<file path="src/rtl/div_pipe_hs.sv">
// rtl/div_pipe_hs.sv - iterative restoring divider with valid/ready handshake
// Signed/unsigned per transaction, fixed-point FBITS, STEPS quotient bits per clock.
module div_pipe_hs #(
  parameter int WIDTH = 8,
  parameter int FBITS = 0,
  parameter int STEPS = 1
) (
  input  logic             clk,
  input  logic             rst,
  input  logic             in_valid,
  output logic             in_ready,
  input  logic             sgn,
  input  logic [WIDTH-1:0] x,
  input  logic [WIDTH-1:0] y,
  output logic             out_valid,
  input  logic             out_ready,
  output logic [WIDTH-1:0] q,
  output logic [WIDTH-1:0] r,
  output logic             dbz,
  output logic             ovf,
  output logic             busy
);

  localparam int ITER = WIDTH + FBITS;
  localparam int NCYC = ITER / STEPS;
  localparam int CW   = (NCYC > 1) ? $clog2(NCYC) : 1;
  localparam logic [CW-1:0]   LAST = CW'(NCYC - 1);
  localparam logic [ITER-1:0] HALF = ITER'(1) << (WIDTH - 1);

  if (!(STEPS == 1 || STEPS == 2 || STEPS == 4) || (ITER % STEPS) != 0 ||
      WIDTH < 2 || FBITS < 0 || FBITS > WIDTH - 1) begin : g_bad_params
    $error("div_pipe_hs: illegal WIDTH/FBITS/STEPS combination");
  end

  typedef enum logic [1:0] {IDLE, CALC, DONE} state_t;

  state_t           state_q, state_d;
  logic             sgn_q, xneg_q, yneg_q;
  logic [WIDTH-1:0] ymag_q;
  logic [WIDTH:0]   acc_q;
  logic [ITER-1:0]  qsh_q;
  logic [CW-1:0]    cnt_q;
  logic [WIDTH-1:0] quo_res_q, rem_res_q;
  logic             dbz_q, ovf_q;

  logic             accept, last_step, y_zero;
  logic             xneg_in, yneg_in;
  logic [WIDTH-1:0] xmag_in, ymag_in;
  logic [WIDTH:0]   acc_n, acc_sh;
  logic [ITER-1:0]  qsh_n;
  logic [WIDTH-1:0] quo_d, rem_d;
  logic             ovf_d;

  assign y_zero    = (y == '0);
  assign accept    = in_valid & in_ready;
  assign last_step = (cnt_q == LAST);
  assign xneg_in   = sgn & x[WIDTH-1];
  assign yneg_in   = sgn & y[WIDTH-1];
  assign xmag_in   = xneg_in ? -x : x;
  assign ymag_in   = yneg_in ? -y : y;

  always_ff @(posedge clk or posedge rst) begin
    if (rst) state_q <= IDLE;
    else     state_q <= state_d;
  end

  always_comb begin
    state_d = state_q;
    case (state_q)
      IDLE: if (accept) state_d = y_zero ? DONE : CALC;
      CALC: if (last_step) state_d = DONE;
      DONE: begin
        if (out_ready) begin
          if (accept) state_d = y_zero ? DONE : CALC;
          else        state_d = IDLE;
        end
      end
      default: state_d = IDLE;
    endcase
  end

  always_comb begin
    in_ready  = (state_q == IDLE) | ((state_q == DONE) & out_ready);
    out_valid = (state_q == DONE);
    busy      = (state_q == CALC);
  end

  // STEPS restoring iterations chained within one clock
  always_comb begin
    acc_n  = acc_q;
    qsh_n  = qsh_q;
    acc_sh = '0;
    for (int s = 0; s < STEPS; s++) begin
      acc_sh = {acc_n[WIDTH-1:0], qsh_n[ITER-1]};
      qsh_n  = {qsh_n[ITER-2:0], 1'b0};
      if (acc_sh >= {1'b0, ymag_q}) begin
        acc_n    = acc_sh - {1'b0, ymag_q};
        qsh_n[0] = 1'b1;
      end else begin
        acc_n = acc_sh;
      end
    end
  end

  always_comb begin
    if (sgn_q) ovf_d = (xneg_q == yneg_q) ? (qsh_n >= HALF) : (qsh_n > HALF);
    else       ovf_d = ((qsh_n >> WIDTH) != '0);
    quo_d = (xneg_q ^ yneg_q) ? -qsh_n[WIDTH-1:0] : qsh_n[WIDTH-1:0];
    rem_d = xneg_q ? -acc_n[WIDTH-1:0] : acc_n[WIDTH-1:0];
  end

  always_ff @(posedge clk or posedge rst) begin
    if (rst) begin
      sgn_q     <= 1'b0;
      xneg_q    <= 1'b0;
      yneg_q    <= 1'b0;
      ymag_q    <= '0;
      acc_q     <= '0;
      qsh_q     <= '0;
      cnt_q     <= '0;
      quo_res_q <= '0;
      rem_res_q <= '0;
      dbz_q     <= 1'b0;
      ovf_q     <= 1'b0;
    end else if (accept) begin
      sgn_q     <= sgn;
      xneg_q    <= xneg_in;
      yneg_q    <= yneg_in;
      ymag_q    <= ymag_in;
      acc_q     <= '0;
      qsh_q     <= ITER'(xmag_in) << FBITS;
      cnt_q     <= '0;
      quo_res_q <= '0;
      rem_res_q <= '0;
      dbz_q     <= y_zero;
      ovf_q     <= 1'b0;
    end else if (state_q == CALC) begin
      acc_q <= acc_n;
      qsh_q <= qsh_n;
      cnt_q <= cnt_q + CW'(1);
      if (last_step) begin
        ovf_q     <= ovf_d;
        quo_res_q <= ovf_d ? '0 : quo_d;
        rem_res_q <= ovf_d ? '0 : rem_d;
      end
    end
  end

  assign q   = quo_res_q;
  assign r   = rem_res_q;
  assign dbz = dbz_q;
  assign ovf = ovf_q;

endmodule

</file>
<file path="config.mk">
export PLATFORM = sky130hd
export DESIGN_NAME = div_pipe_hs
export DESIGN_NICKNAME = d
export VERILOG_FILES = /design/src/rtl/div_pipe_hs.sv
export SDC_FILE = /design/constraint.sdc
export NUM_CORES = 1
export LEC_CHECK = 0
export ABC_AREA = 1
export ABC_CLOCK_PERIOD_IN_PS = 2700
export BUFFER_PORTS_ARGS = -buffer_cell sky130_fd_sc_hd__buf_4
export CAP_MARGIN = 20
export CORE_UTILIZATION = 40
export DETAILED_ROUTE_END_ITERATION = 6
export PLACE_DENSITY = 0.58
export SYNTH_ARGS = -nofsm -noshare
export SYNTH_HDL_FRONTEND = slang
export SYNTH_SLANG_ARGS = --single-unit
</file>
<file path="constraint.sdc">
create_clock -name clk -period 2.7 [get_ports clk]
set_clock_uncertainty 0.15 [all_clocks]
set_input_delay 0.135 -clock clk [delete_from_list [all_inputs] [get_ports clk]]
set_output_delay 0.135 -clock clk [all_outputs]
set_load 0.1 [all_outputs]
</file>
After elaboration in Yosys (flattened, before gate mapping) --
Cells that the tools add are included.
Storage, ports and cells: bits in registers 50, input port bits 21, output and inout bits 21, word-level logic and storage cells 71
Cells by class: add/subtract/negate cells 6, order comparisons 3, eq/ne operators 7, mux-type cells 31, bitwise gates (word level) 6, reduce and logical (&&, ||, !) cells 6
Operators with widths (number):
- 8-bit 2-to-1 mux | 17
- 8-bit negation | 4
- 2-bit 2-to-1 mux | 5
- 9-bit by 8-bit greater-or-equal comparator with 1-bit output | 1
- 8-bit greater-or-equal comparator (second input constant) | 1
- 8-bit > comparator (second input constant) | 1
- 8-bit zero test | 1
- 8-bit subtractor | 1
- 1-bit 2-to-1 mux | 6
- 3-bit 2-to-1 mux | 2
- 2-bit one-hot mux with 3 select lines | 1
- 1-bit bitwise AND | 4
- 2-bit by 1-bit != test with 1-bit output (second input constant) | 2
- 2-bit nonzero test | 2
- 3-bit by 1-bit adder with 3-bit output (second input constant) | 1
- 3-bit == test (second input constant) | 1
- 3-bit AND reduction | 1
- 2-bit by 1-bit == test with 1-bit output (second input constant) | 1
- 2-bit == test (second input constant) | 1
- 2-bit zero test | 1
- 2-bit != test (second input constant) | 1
- 2-bit AND reduction | 1
- 1-bit == test | 1
- 1-bit bitwise OR | 1
- 1-bit XOR | 1

Depth between registers and ports, before layout --
Gate-level depths: netlist of the first run.
depth in word-level cells 9, gate-level depth with buffers 20

Least setup slack after synthesis of the first run --
OpenSTA, ideal clock, no wires.
path type register to register, start point register state_q[1], end point register ymag_q[1], setup time 0.083 ns, arrival 2.819 ns, setup slack -0.352 ns, cell stages (with the launch flop) 9, buffers on the path 1, cells stage by stage dfrtp_1 inv_1 nor2_1 nor2_1 nand2_1 inv_1 clkbuf_1 o211ai_1 o21ai_0
Between the ends: word-level cells in the longest chain between the ends 4
Ends and longest elaborated chain:
- start, declared | line 37 | state_t state_q, state_d;
- start signal, assigned | line 64 | else state_q <= state_d;
- 2-bit == test | line 83 | in_ready = (state_q == IDLE) | ((state_q == DONE) & out_ready);
- 1-bit bitwise AND | line 83
- 1-bit bitwise OR * | line 83
- net in_ready | line 11 | output logic in_ready,
- 1-bit bitwise AND * | line 55 | assign accept = in_valid & in_ready;
- end signal, assigned | line 129 | ymag_q <= ymag_in;
- end, declared | line 39 | logic [WIDTH-1:0] ymag_q;
Mark *: on every way through the listed nets, which the timed path passes. The rest lies on a longest branch. A chain may end at the register's enable or synchronous reset.

Worst setup path after layout of the first run --
start point register acc_q[1], end point register quo_res_q[2] (netlist: q[2])
Between the ends: word-level cells in the longest chain between the ends 9
Ends and longest elaborated chain:
- start, declared | line 40 | logic [WIDTH:0] acc_q;
- start signal, assigned | line 138 | acc_q <= acc_n;
- 9-bit by 8-bit greater-or-equal comparator with 1-bit output * | line 96 | if (acc_sh >= {1'b0, ymag_q}) begin
- 1-bit 2-to-1 mux * | line 96
- 8-bit > comparator or 8-bit greater-or-equal comparator (tied branches) | line 106 | if (sgn_q) ovf_d = (xneg_q == yneg_q) ? (qsh_n >= HALF) : (qsh_n > HALF);
- 1-bit 2-to-1 mux (2 in series) | line 106
- 8-bit 2-to-1 mux * | line 143 | quo_res_q <= ovf_d ? '0 : quo_d;
- 8-bit 2-to-1 mux * | line 141 | if (last_step) begin
- 8-bit 2-to-1 mux * | line 137 | end else if (state_q == CALC) begin
- 8-bit 2-to-1 mux * | line 125 | end else if (accept) begin
- end signal, assigned | line 143
- end, declared | line 43 | logic [WIDTH-1:0] quo_res_q, rem_res_q;
Mark *: on every way between the ends. The rest lies on a longest branch, timed or not. The select of a mux whose other input is x is not followed.

==> metrics, run 1 <==
status=complete, but fails checks; failing checks=setup timing; nature of the critical path endpoint=flip-flop; antenna viol nets, final=0; final setup vio count=1; IO Port Bufs=41; Buf/Inv on CP=3; # diodes=0; drt initial violations=129; number of remaining DRC errors=0; routability cong.=0.865; Yosys reg bits=50; Synth Net Count=451; cell family with most CP delay=simple AND/OR/NAND/NOR gates; DR vias/cell=4.98; fin area=approximately 4200 µm²; die area=8220 µm²; synth top area cells=dfrtp_1 (40%), nand2_1 (15%), inv_1 (6.9%), ha_1 (5.6%), o21ai_0 (4.8%); final hold vios=0; vias in the first global route=2903; DP Area=~3700 µm²; Final #Nets=527; worst slew pin tran=between 0.6 and 0.7 ns; Slew Limit Fails=0; maxcap violations=0; RSZ-0062 raised after global routing=yes; final setup margin=-0.00487 ns; Synth top area share=39.8%; Routed WL=8290 µm; CP Max Fanout=5; Ys Warns=0; I/O pin cnt=42; Startpoint Class=flip-flop; largest net degree at the start of global routing=24; Distinct cells, synth=33; Seq/Total Area, Yosys=39.8%; fmax=roughly 370 MHz; HP Class=in2reg; Mean Syn Cell Area=7.57 µm²; number of enable flip-flop cells after synthesis=0; GRT Total Usage=20.8%; layout overhead on the synthesized area=34.1%; Clk Tree Root Cell=clkbuf_8; kind of critical path=reg2reg; DR vias=2941; H-tree lvl count=2; DP HPWL=6050 µm; first-pass GRT wire length=between 10000 and 15000 µm; CP peak stage delay=approximately 0.43 ns; Starting Density=42.4%; Row Count=31; ys flop type=dfrtp_1; height of the chip=90.6 µm; post-layout util=between 50% and 60%; Routed WL per cell=14.0 µm; CTS sink count=50; CORE AREA=7410 µm²; crit path time final=2.70 ns; Async S/R FF share, synth=100%; Clk pin slew, worst setup/hold paths=0.10 ns; Hold WS=0.00688 ns; Worst EP arrival=2.80 ns; total clock buffers created by CTS=5; relative max-transition margin=57.0%; drt pass-1 iters=4; period utilisation layout=100%; Slowest-stage cell, CP=dfrtp_1; CTS tree=yes; Post-Syn Instances=roughly 420; Clock Tree Buf Depth=2; fraction of layout cells with a size suffix above 1=29.3%; initial antenna violation count=0; die width=90.6 µm; WP data required=2.79 ns; total grt overflow=0; Clock Latency Late Sink=0.31 ns; mapped cell area=3140 µm²; post-synth top area cell=dfrtp_1; worst path cell trace=ha_4, nand2_2, nand2_1, nand2_2, nand3_4, nand2_4, nand2_4, inv_4, ha_4, nand3_2, nor2_1, nand2_1, nor3_2, nor2_1, nor2_2, buf_6, clkinvlp_4, o21ai_2
==> repair_timing <==
item,CTS,global route
pin swaps,1,23
gates resized for setup,5,62
setup buffers,4,12
hold buffers,7,0
endpoints found under the hold margin,56,0
cloned,1,0
endpoints found under the setup margin,7,17
==> state kept, by name, indices dropped and copies added, names as in the netlist <==
| name | flops |
|---|---|
| yneg_q | 1 |
| state_q | 2 |
| sgn_q | 1 |
| acc_q | 8 |
| qsh_q | 8 |
| ovf | 1 |
| q | 8 |
| cnt_q | 3 |
| xneg_q | 1 |
| ymag_q | 8 |
| dbz | 1 |
| r | 8 |
==> per-layer routing <==
layer / wire length [µm] / GRT usage (%) / vias up
li1: - / - / 1487
met1: 3800 / 27.7 / 1401
met2: 4180 / 35.6 / 47
met3: 244 / 2.86 / 6
met4: 63 / 4.97 / 0
met5: 0 / 0 / -
==> worst register-to-register path, stage by stage (launching register included) <==
cell and delay [ns]:
dfrtp_1 0.43, ha_4 0.28, nand2_2 0.07, nand2_1 0.06, nand2_2 0.10, nand3_4 0.09, nand2_4 0.09, nand2_4 0.06
inv_4 0.06, ha_4 0.12, nand3_2 0.07, nor2_1 0.11, nand2_1 0.09, nor3_2 0.19, nor2_1 0.08, nor2_2 0.16
buf_6 0.15, clkinvlp_4 0.13, o21ai_2 0.15
==> metrics by stage <==
step	setup WS, ns	setup TNS [ns]	std cells
after floorplan	0.00660	0	415
after global placement	0.0180	0	559
after detailed placement	-0.0375	-0.131	559
after CTS	-0.0164	-0.0308	579
after global routing	-0.184	-2.25	591
final	-0.00487	-0.00487	591
==> path summary, 6_finish.rpt <==
| check | from | end | slack [ns] | depth (start not counted) |
|---|---|---|---|---|
| setup / recovery | acc_q[1] | q[2] | -0.005 | 18 |
| hold / removal | y[6] | dbz | 0.007 | 4 |
| setup reg to reg | acc_q[1] | q[2] | -0.005 | 18 |
| hold reg to reg | cnt_q[0] | cnt_q[0] | 0.34 | 1 |
| max in group asynchronous | rst | cnt_q[0] | 1.68 | 4 |
| min in group asynchronous | rst | acc_q[3] | 0.13 | 3 |
==> area by class of cell <==
cell class | count | area, µm²
multi-input combinational | 297 | 1860
clock buffer | 5 | 68.8
timing repair buffer | 78 | 642
sequential | 50 | 1250
fill | 704 | 3190
inverter | 59 | 228
tap | 99 | 124
clock inverter | 3 | 43.8
==> placed cells by master, fill, tap and decap left out, types with 2 or more instances in the layout <==
cell type	instances
a22o_1	4
a21oi_1	5
a21oi_4	2
inv_2	10
o21ai_1	9
dfrtp_1	49
o21ai_2	4
buf_4	63
nor2_1	20
inv_1	46
nor4_1	2
o22ai_1	5
o221ai_1	6
nor2_2	5
clkbuf_8	5
nand2_2	13
nand2_1	115
nor3_4	2
xnor2_1	3
nand3_2	3
buf_6	7
nand3_1	24
ha_1	4
o211ai_1	4
o21ai_0	21
ha_4	9
nand2_4	8
xor2_1	13
dlygate4sd3_1	7
nor3_1	6
==> kinds of logic (layout without fill, tap and decap cells) <==
group	count (synthesis)	after routing	synth area share, %
buf+inv	68	145	8.72
compound gates	63	63	12.0
flops	50	50	39.8
fa+ha+maj	15	15	6.21
simple gates	203	203	28.8
xor+xnor	16	16	4.46
==> synth_stat cells (2+ instances only) <==
cell type	instances
inv_1	58
nand3_2	3
o221ai_1	6
a21oi_1	7
nor4_1	2
nand2_2	4
nand3_1	25
nor3_1	7
buf_2	2
ha_1	14
a22o_1	4
clkbuf_1	6
nand2_4	4
nor2_1	24
o21ai_0	30
xnor2_1	3
dfrtp_1	50
o22ai_1	5
nand2_1	128
xor2_1	13
o21ai_1	4
nor3_4	2
o211ai_1	4
Power of run 1 is left out: the tool's default activity adds up to more than one toggle a clock period on the data nets, which glitch-free logic cannot reach.
==> run 2, diff against run 1 <==
==> constraint.sdc (replaced) <==
create_clock -name clk -period 2.7 [get_ports clk]
set_clock_uncertainty 0.15 [all_clocks]
set_input_delay 0.27 -clock clk [delete_from_list [all_inputs] [get_ports clk]]
set_output_delay 0.27 -clock clk [all_outputs]
set_load 0.1 [all_outputs]
==> run 2 against run 1 <==
Effect of this change:
- the run ends with hold timing left
- core utilization decreased by 2.9 points
- sequential share of layout area increased by 1.6 points
- die area unchanged
- global-route usage decreased by 0.15 points
- register-to-register slack improved by 0.08 ns
- worst setup slack improved by 0.081 ns
- routed wire length decreased by 4.9%
- clock-buffer cell count increased by 1
- cell count decreased by 2.5%
- non-clock buffer count decreased by 15
- cell area decreased by 5.1%
==> metrics, run 2 (synthesized netlist as in run 1, its figures left out) <==
H-tree lvl count=2; number of remaining DRC errors=0; final hold vios=32; Final #Nets=~510; routability cong.=~0.84; antenna viol nets, final=0; Starting Density=between 40% and 50%; Clk Tree Root Cell=clkbuf_8; CP Max Fanout=5; RSZ-0062 raised after global routing=yes; period utilisation layout=97.2%; DR vias=2863; worst slew pin tran=0.646 ns; Clock Tree Buf Depth=2; Startpoint Class=flip-flop; Hold WS=-0.0251 ns; I/O pin cnt=42; GRT Total Usage=around 21%; post-layout util=54.0%; Clk pin slew, worst setup/hold paths=approximately 0.090 ns; CORE AREA=7410 µm²; WP data required=2.79 ns; Clock Latency Late Sink=0.30 ns; layout overhead on the synthesized area=27.3%; maxcap violations=0; total clock buffers created by CTS=5; total grt overflow=0; vias in the first global route=2879; # diodes=0; most frequent cells in the layout=nand2_1 (119), buf_4 (57), dfrtp_1 (48), inv_1 (47), nand3_1 (24); first-pass GRT wire length=13600 µm; largest net degree at the start of global routing=51; worst path cell trace=ha_4, nand2_4, nor2_2, nand2_2, nand3_2, nand2_4, nand2_4, inv_4, ha_4, nand3_2, nor2_1, nand2_1, nor3_2, nor2_1, nor2_2, buf_6, buf_6, buf_6, nand2_2, nand2_1; Slew Limit Fails=0; Row Count=31; most common cell after layout, fill and taps aside=nand2_1; IO Port Bufs=~40; Worst EP arrival=2.72 ns; drt pass-1 iters=4; die area=8220 µm²; hold_buf cts=0; fmax=381 MHz; Routed WL per cell=13.7 µm; DP Worst Slack=-0.0567 ns; CP peak stage delay=0.45 ns; die width=roughly 91 µm; CTS tree=yes; CTS sink count=50; crit path time final=around 2.6 ns; height of the chip=90.6 µm; DP HPWL=approximately 6000 µm; status=complete, but fails checks; HP Class=in2async; relative max-transition margin=57.0%; Routed WL=7880 µm; final setup margin=0.0759 ns; DR vias/cell=4.97; drt initial violations=143; final setup vio count=0; nature of the critical path endpoint=flip-flop; failing checks=hold timing; kind of critical path=reg2reg; initial antenna violation count=0; Slowest-stage cell, CP=dfrtp_2; fraction of layout cells with a size suffix above 1=26.6%
-- run 2: cell count changes in the layout (fill, tap and decap cells not counted), sizes merged --
cell,delta
buf,-8
clkbuf,+1
dlygate4sd3,-7
inv,-1
clkinv,+1
bufinv,-1
-- run 2: cell type report --
type	count	area (µm²)
clock buffer	6	72.6
inverter	59	228
clock inverter	2	13.8
tap	99	124
multi-input combinational	297	1810
sequential	50	1250
fill	713	3410
timing repair buffer	63	495
-- run 2: path summary, 6_finish.rpt --
path / start / end / slack [ns] / cells past startpoint
max: acc_q[2] / q[5] / 0.08 / 20
min: rst / r[7] / -0.03 / 3
max reg2reg: acc_q[2] / q[5] / 0.08 / 20
min reg2reg: cnt_q[0] / cnt_q[0] / 0.33 / 1
max in group asynchronous: rst / acc_q[2] / 1.97 / 3
min in group clk: out_ready / state_q[1] / 0.07 / 4
-- run 2: routing by layer --
| layer | track usage [%] | vias to the layer above | routed length [µm] |
|---|---|---|---|
| li1 | - | 1461 | - |
| met1 | 26.8 | 1336 | 3760 |
| met2 | 35.1 | 54 | 3760 |
| met3 | 3.20 | 12 | 211 |
| met4 | 6.45 | 0 | 136 |
| met5 | 0 | - | 0 |
-- run 2: through the flow --
stage	hold slack (ns)	area, µm²	TNS, ns	instances
6_report	-0.0251	4000	0	576
5_1_grt	0.0410	4000	-1.25	576
4_1_cts	0.00636	3810	0	569
3_5_place_dp	0.317	3690	-0.210	558
3_3_place_gp	0.316	3690	0	558
2_1_floorplan	0.284	3230	0	415
-- run 2: repair_timing --
action | CTS | global route
endpoints found under the hold margin | 0 | 0
endpoints found under the setup margin | 8 | 17
setup buffers | 2 | 7
gates cloned | 1 | 0
pin swaps | 1 | 20
resized for setup | 3 | 51
-- run 2: critical path: cells and delay by family (launching register included) --
| family | cells | cell delay (ns) |
|---|---|---|
| adder cells (fa/ha/maj) | 2 | 0.39 |
| buffers and inverters | 4 | 0.39 |
| flip-flops | 1 | 0.45 |
| AND/OR/NAND/NOR | 14 | 1.18 |
Power of run 2 is left out for the same reason.
